===== src/rtl/alu_arbiter_pkg.sv =====
// Shared types and constants for the two-requester ALU arbiter.
// The opcode and flag-index constants are shared with the ALU and the bench.
package alu_arbiter_pkg;

    typedef enum logic [1:0] {
        IDLE = 2'd0,
        EXEC = 2'd1,
        FLAG = 2'd2,
        RESP = 2'd3
    } state_t;

    localparam logic [2:0] OP_ADD  = 3'd0;
    localparam logic [2:0] OP_SUB  = 3'd1;
    localparam logic [2:0] OP_AND  = 3'd2;
    localparam logic [2:0] OP_OR   = 3'd3;
    localparam logic [2:0] OP_XOR  = 3'd4;
    localparam logic [2:0] OP_INC  = 3'd5;
    localparam logic [2:0] OP_MOVA = 3'd6;
    localparam logic [2:0] OP_MOVB = 3'd7;

    localparam int O = 2;
    localparam int N = 1;
    localparam int Z = 0;

    // Requester index carried by a one-hot two-way grant.
    function automatic logic grant_id(input logic [1:0] grant);
        return grant[1];
    endfunction

endpackage


===== src/rtl/alu_arbiter_rr_arbiter2.sv =====
// Two-way round-robin grant logic; purely combinational.
// On a tie the requester that did not win last time is granted.
module rr_arbiter2 (
    input  logic [1:0] i_valid,
    input  logic       i_last_grant,
    output logic [1:0] o_grant
);

    // One-hot grant from the request vector and the previous winner.
    always_comb begin
        o_grant = 2'b00;
        case (i_valid)
            2'b01: o_grant = 2'b01;
            2'b10: o_grant = 2'b10;
            2'b11: begin
                if (i_last_grant) begin
                    o_grant = 2'b01;
                end else begin
                    o_grant = 2'b10;
                end
            end
            default: o_grant = 2'b00;
        endcase
    end

endmodule


===== src/rtl/alu_arbiter.sv =====
// Shares one registered ALU between two requesters. Operands stay held from
// the grant until the response handshake so the ALU's flag logic sees them.
module alu_arbiter
    import alu_arbiter_pkg::*;
#(
    parameter int width = 8
) (
    input  logic             clk,
    input  logic             rst_neg,
    input  logic             req0_valid,
    input  logic             req1_valid,
    output logic             req0_ready,
    output logic             req1_ready,
    input  logic [width-1:0] req0_a,
    input  logic [width-1:0] req0_b,
    input  logic [width-1:0] req1_a,
    input  logic [width-1:0] req1_b,
    input  logic [2:0]       req0_op,
    input  logic [2:0]       req1_op,
    output logic [width-1:0] alu_a,
    output logic [width-1:0] alu_b,
    output logic [2:0]       alu_op,
    output logic             alu_onz_en,
    output logic             alu_rst_pos,
    input  logic [width-1:0] alu_y,
    input  logic [2:0]       alu_onz,
    output logic             rsp_valid,
    input  logic             rsp_ready,
    output logic             rsp_id,
    output logic [width-1:0] rsp_y,
    output logic [2:0]       rsp_onz
);

    state_t     r_state;
    logic       r_last_grant;
    logic [1:0] w_grant;
    logic       w_idle;

    rr_arbiter2 u_rr_arbiter2 (
        .i_valid      ({req1_valid, req0_valid}),
        .i_last_grant (r_last_grant),
        .o_grant      (w_grant)
    );

    assign w_idle      = (r_state == IDLE);
    assign req0_ready  = w_idle & w_grant[0];
    assign req1_ready  = w_idle & w_grant[1];
    assign alu_rst_pos = 1'b0;

    // Results come straight from the ALU; they are stable because its inputs are held.
    assign rsp_y   = alu_y;
    assign rsp_onz = alu_onz;

    // Sequencer: grant, let the ALU register Y, then ONZ, then hold the response.
    always_ff @(posedge clk or negedge rst_neg) begin
        if (!rst_neg) begin
            r_state      <= IDLE;
            r_last_grant <= 1'b1;
            alu_a        <= {width{1'b0}};
            alu_b        <= {width{1'b0}};
            alu_op       <= 3'd0;
            alu_onz_en   <= 1'b0;
            rsp_valid    <= 1'b0;
            rsp_id       <= 1'b0;
        end else begin
            case (r_state)
                IDLE: begin
                    if (w_grant != 2'b00) begin
                        r_state      <= EXEC;
                        r_last_grant <= grant_id(w_grant);
                        rsp_id       <= grant_id(w_grant);
                        if (w_grant[1]) begin
                            alu_a  <= req1_a;
                            alu_b  <= req1_b;
                            alu_op <= req1_op;
                        end else begin
                            alu_a  <= req0_a;
                            alu_b  <= req0_b;
                            alu_op <= req0_op;
                        end
                    end else begin
                        r_state <= IDLE;
                    end
                end
                EXEC: begin
                    r_state    <= FLAG;
                    alu_onz_en <= 1'b1;
                end
                FLAG: begin
                    r_state    <= RESP;
                    alu_onz_en <= 1'b0;
                    rsp_valid  <= 1'b1;
                end
                RESP: begin
                    if (rsp_ready) begin
                        r_state   <= IDLE;
                        rsp_valid <= 1'b0;
                    end else begin
                        r_state <= RESP;
                    end
                end
                default: begin
                    r_state    <= IDLE;
                    alu_onz_en <= 1'b0;
                    rsp_valid  <= 1'b0;
                end
            endcase
        end
    end

endmodule

===== config.mk =====
export PLATFORM = sky130hd
export DESIGN_NAME = alu_arbiter
export DESIGN_NICKNAME = d
export VERILOG_FILES = /design/src/rtl/alu_arbiter_pkg.sv /design/src/rtl/alu_arbiter_rr_arbiter2.sv /design/src/rtl/alu_arbiter.sv
export SDC_FILE = /design/constraint.sdc
export NUM_CORES = 1
export LEC_CHECK = 0
export ABC_AREA = 1
export CAP_MARGIN = 20
export CORE_MARGIN = 10
export CORE_UTILIZATION = 40
export CTS_BUF_LIST = sky130_fd_sc_hd__clkbuf_16
export DETAILED_ROUTE_END_ITERATION = 6
export PLACE_DENSITY = 0.92
export SLEW_MARGIN = 25
export SYNTH_ARGS = -nofsm -noshare
export SYNTH_HDL_FRONTEND = slang
export SYNTH_SLANG_ARGS = --single-unit

===== constraint.sdc =====
create_clock -name clk -period 3.39 [get_ports clk]
set_clock_uncertainty 0.1 [all_clocks]
set_input_delay 0.5085 -clock clk [delete_from_list [all_inputs] [get_ports clk]]
set_output_delay 0.5085 -clock clk [all_outputs]
set_load 0.005 [all_outputs]

==> flow_summary.ini, run 1 <==
[run_status]
run_status = completed

[drt]
route.detailed.drc = 0
drt_iter0_drc = 78
routedWlPerCell_um = 12.8
drtPass1Iterations = 4
antenna_left = 0
viasPerCell = 4.55
wirelength_mm = 3.96
via_count = 1412

[pwr]
intPower_uw = 994
switching_power_uw = 515
share_comb_of_total_power = 0.489
clkPwrFrac = 0.167
p_leak_nw = 1.19
switching_share = 0.341
power_mw = 1.51
seqPwrFrac = 0.344
peakVddDrop_mv = 0.305
p_per_area_nw_per_um2 = 697

[synthesis]
ys_ff_latch = 25
synth_area_leaders = dfrtp_1, nand2_1, nand3_1
syn-instance-count = 209
synth_most_common_cell = nand2_1
synthesis.area_um2 = 1500
ys.flop_type = dfrtp_1
synth_seq_area_share = 0.417
yosysWarnings = 0
syn-num-nets = 266
ys_top_cells_by_count = nand2_1, inv_1, nand3_1
synth_edf_count = 0
ys_types = 18
yosys.area.top_type = dfrtp_1
avgSynthCellArea_um2 = 7.20
yosysTopAreaCellShare = 0.399
async_flop_share = 1.00

[timing]
hold_slack_ps = 141
setup_ws_ps = 522
rsz0062_at_grt = no
slew_headroom = 0.629
fmax_mhz = 349
fin_crit_sh = 0.846
finalSetupTns_ps = 0
finalHoldViolCount = 0
max_slew.worst_pin.slew_ps = 557
slew_violations = 0
setup_viol = 0
fin_crit_ps = 2870

[global_route]
antenna_found_initial = 0
grt_start_max_net_pins = 26
grt.overflow.total = 0
grt_pass1_wl_mm = 6.73
grt_pass1_vias = 1512
grt_usage = 0.123

[worst_setup_path]
path_max_fanout = 12
required_ps = 2780
cp_common_cell = nand2_1
critPathLaunchType = input port
path_class = input port to primary output
arrival_ps = 2260
cp_slowest_cell = clkdlybuf4s50_1
slowest_delay_ps = 620
crit_chain = clkdlybuf4s50_1 > nand2_1 > nand2_1 > nand2_1 > inv_1 > clkdlybuf4s50_1
end_kind = primary output

[floorplan]
die_w_um = 81.3
dieArea_um2 = 6610
die_h_um = 81.3
io_pins = 90
initial_core_util = 0.411
rows = 22
core_um2 = 3660

[job]
cap_violations = 0

[final_layout]
seqCellArea_um2 = 627
nets = 320
multi_input_area_um2 = 551
utilization = 0.592
antenna_cells = 0
layout-drive-gt1-share = 0.0496
fillers = 346
area_delta_synth_final_pct = 44.1

[place]
place_ws_ps = 492
portBuffers = 66
gp_congestion = 0.757
hpwl_mm = 3.03

[clock_tree]
clock_sinks = 25
htree_levels = 1
cts_buffers = 3
cts_repair_resize_count = 0
clockBufferDepth = 2
path_clk_slew_ps = 60
ctsHoldBuffers = 0
clk_latency_ps = 250
tritoncts = built
cts_setup_buffers = 0
ctsRootBufferMaster = clkbuf_16

[min_path]
holdCritPathClass = input port to async pin
[cell usage in the layout, fill, tap and decap left out, types with 2 or more instances in the layout]
master	count
a21oi_1	2
inv_2	2
clkbuf_16	3
nand3_1	38
nand2_1	64
clkdlybuf4s50_1	65
nor2_1	3
inv_1	45
buf_4	3
ha_1	3
dfrtp_1	24
o21ai_0	3
[critical path, delay by kind of cell]
kind,cells,cell delay (ps)
buffers and inverters,3,1180
AND/OR/NAND/NOR,3,560
[state kept, by name, summed over array words and instances (netlist names)]
register and flops:
alu_a 8, alu_b 8, alu_onz_en 1, alu_op 3
r_last_grant 1, r_state 2, rsp_id 1, rsp_valid 1
[cell type report]
cell class | count | share of cell area
sequential | 25 | 0.289
clock buffer | 3 | 0.0346
tap | 48 | 0.0277
multi-input combinational | 118 | 0.254
clock inverter | 1 | 0.00173
inverter | 46 | 0.0797
timing repair buffer | 69 | 0.313
[cell families (layout without fill, tap and decap cells)]
kind of cell / after synthesis / in the layout / share of synthesized area
DFF: 25 / 25 / 0.417
buffers and inverters: 66 / 119 / 0.217
and+or+nand+nor: 107 / 107 / 0.313
other: 1 / 1 / 0.00249
adders and majority gates: 3 / 3 / 0.0250
AOI/OAI and AO/OA: 7 / 7 / 0.0258
[through the flow]
step,cells,instance area [um^2]
floorplan,209,1500
global placement,306,2090
detailed placement,306,2090
CTS,310,2170
global route,310,2170
finish,310,2170
[path summary, 6_finish.rpt]
| check | startpoint | end | slack (ps) | cells past startpoint |
|---|---|---|---|---|
| setup / recovery | req1_valid | req1_ready | 520 | 6 |
| setup reg to reg | r_last_grant$_DFFE_PN1P_ | alu_a[0]$_DFFE_PN0P_ | 1820 | 7 |
| hold reg to reg | alu_b[1]$_DFFE_PN0P_ | alu_b[1]$_DFFE_PN0P_ | 380 | 2 |
| hold / removal | rst_neg | r_state[1]$_DFF_PN0_ | 140 | 1 |
| min in group clk | alu_b[1]$_DFFE_PN0P_ | alu_b[1]$_DFFE_PN0P_ | 380 | 2 |
| max in group asynchronous | rst_neg | alu_op[2]$_DFFE_PN0P_ | 2680 | 1 |
[per-layer routing]
layer	up-vias	track usage	part of all wire
li1	715	-	-
met1	635	0.137	0.41
met2	58	0.210	0.45
met3	4	0.0596	0.13
met4	0	0.0225	0.0030
met5	-	0	0
[power groups by stage]
stage,Clock [mW],Sequential [mW],Combinational (mW)
6_report,0.252,0.519,0.738
5_1_grt,0.268,0.537,0.834
4_1_cts,0.261,0.520,0.752
3_5_place_dp,0,0.525,0.748
3_3_place_gp,0,0.519,0.730
2_1_floorplan,0,0.530,0.354
Note: power is estimated with default switching activity, not from simulation.
==> run 2, diff against run 1 <==
--- a/config.mk
+++ b/config.mk
@@ -8,10 +8,10 @@
 export ABC_AREA = 1
 export CAP_MARGIN = 20
 export CORE_MARGIN = 10
-export CORE_UTILIZATION = 40
+export CORE_UTILIZATION = 34
 export CTS_BUF_LIST = sky130_fd_sc_hd__clkbuf_16
 export DETAILED_ROUTE_END_ITERATION = 6
-export PLACE_DENSITY = 0.92
+export PLACE_DENSITY = 0.84
 export SLEW_MARGIN = 25
 export SYNTH_ARGS = -nofsm -noshare
 export SYNTH_HDL_FRONTEND = slang
==> constraint.sdc (replaced) <==
create_clock -name clk -period 2.4 [get_ports clk]
set_clock_uncertainty 0.1 [all_clocks]
set_input_delay 0.36 -clock clk [delete_from_list [all_inputs] [get_ports clk]]
set_output_delay 0.36 -clock clk [all_outputs]
set_load 0.005 [all_outputs]
==> run 2 against run 1 <==
Against the previous run: first-iteration DRC count down 23%; register-to-register slack worse by 850 ps; design area up 1.6%.
==> flow_summary.ini, run 2 (same netlist as run 1, synthesis figures left out) <==
[worst_setup_path]
worstRegToRegCells = 7
cp_slowest_cell = clkdlybuf4s50_1
startpoint = req1_valid
r2r_end = alu_a[0]$_DFFE_PN0P_
crit_chain = clkdlybuf4s50_1 > nand2_1 > nand2_1 > nand2_1 > inv_1 > clkdlybuf4s50_1
arrival_ps = 1760
required_ps = 1940
slowest_delay_ps = 540
end_kind = primary output
path_class = input port to primary output
r2r_start = r_state[1]$_DFF_PN0_
crit_path_end = req1_ready
critPathLaunchType = input port
reg2reg_slack_ps = 970
path_max_fanout = 4
cp_common_cell = nand2_1

[global_route]
antenna_found_initial = 0
grt_usage = 0.105
grt_pass1_vias = 1422
grt_pass1_wl_mm = 6.67
grt.overflow.total = 0
grt_start_max_net_pins = 26

[place]
hpwl_mm = 3.11
portBuffers = 66
place_ws_ps = 170
dp.cells = 313
gp_congestion = 0.738

[floorplan]
initial_core_util = 0.348
io_pins = 90
die_w_um = 86.5
die_h_um = 86.5
core_um2 = 4320
dieArea_um2 = 7480
rows = 24

[final_layout]
layout-drive-gt1-share = 0.0604
antenna_cells = 0
nets = 323
mostFrequentLayoutCell = clkdlybuf4s50_1
largestRegisters = alu_a (8), alu_b (8), alu_op (3)
final_cells = 317
utilization = 0.509
layout_common_cells = clkdlybuf4s50_1, nand2_1, inv_1, nand3_1, dfrtp_1
area_delta_synth_final_pct = 46.3

[clock_tree]
htree_levels = 1
clockBufferDepth = 2
ctsRootBufferMaster = clkbuf_16
ctsHoldBuffers = 0
clock_sinks = 25
cts_buffers = 3
tritoncts = built
cts_repair_resize_count = 0
cts_setup_buffers = 0
clk_latency_ps = 260
path_clk_slew_ps = 70

[pwr]
peakVddDrop_mv = 0.432
p_per_area_nw_per_um2 = 975
clkPwrFrac = 0.172
seqPwrFrac = 0.343
switching_share = 0.342
switching_power_uw = 734
p_leak_nw = 1.20
intPower_mw = 1.41
share_comb_of_total_power = 0.484

[drt]
wirelength_mm = 4.02
via_count = 1393
route.detailed.drc = 0
viasPerCell = 4.39
drtPass1Iterations = 4
antenna_left = 0
drt_iter0_drc = 60
routedWlPerCell_um = 12.7

[timing]
slew_violations = 0
finalSetupTns_ps = 0
hold_slack_ps = 360
fmax_mhz = 450
rsz0062_at_grt = no
finalHoldViolCount = 0
setup_ws_ps = 180
setup_viol = 0
fin_crit_sh = 0.925
fin_crit_ps = 2220

[min_path]
holdCritPathClass = input port to async pin

[run_status]
run_status = completed

[job]
cap_violations = 0
-- run 2: cell types whose count changed in the layout (fill, tap and decap cells not counted) --
cell             previous run  this run
buf_2                       1         0
buf_4                       3         6
clkdlybuf4s50_1            65        66
clkinv_2                    0         1
inv_1                      45        44
-- run 2: routing by layer --
layer / vias to the layer above / track usage / share of wire / wire (um)
met2: 52 / 0.179 / 0.47 / 1890
met5: - / 0 / 0 / 0
li1: 723 / - / - / -
met1: 612 / 0.114 / 0.41 / 1660
met4: 0 / 0.0236 / 0.0055 / 22
met3: 6 / 0.0544 / 0.11 / 450
-- run 2: area by class of cell --
type / instances / area (um^2)
Inverter: 46 / 173
Timing Repair Buffer: 72 / 706
Tap cell: 52 / 65.1
Clock inverter: 1 / 5.00
Multi-Input combinational cell: 118 / 551
Sequential cell: 25 / 627
Clock buffer: 3 / 75.1
Fill cell: 437 / 2120
-- run 2: power groups by stage --
stage	clock [mW]	sequential (mW)	combinational (mW)
3_5_place_dp	0	0.742	1.06
3_3_place_gp	0	0.734	1.04
2_1_floorplan	0	0.748	0.500
4_1_cts	0.382	0.738	1.06
5_1_grt	0.395	0.762	1.18
6_report	0.370	0.737	1.04
-- run 2: worst min-delay path by stage --
stage	end	slack [ps]	cells past startpoint
2_1_floorplan	alu_a[0]$_DFFE_PN0P_	-40	0
5_1_grt	alu_onz_en$_DFFE_PN0P_	380	2
3_5_place_dp	alu_a[2]$_DFFE_PN0P_	370	2
6_report	alu_onz_en$_DFFE_PN0P_	360	2
3_3_place_gp	alu_b[4]$_DFFE_PN0P_	360	2
4_1_cts	rsp_valid$_DFFE_PN0P_	370	2
-- run 2: stage by stage --
stage	cell area, um^2	power (mW)
floorplan	1500	1.25
global placement	2120	1.77
detailed placement	2120	1.80
CTS	2200	2.18
global route	2200	2.33
finish	2200	2.15
-- run 2: critical path: cells and delay by family --
| family | cells | cell delay [ps] |
|---|---|---|
| buffers and inverters | 3 | 1100 |
| AND/OR/NAND/NOR | 3 | 300 |
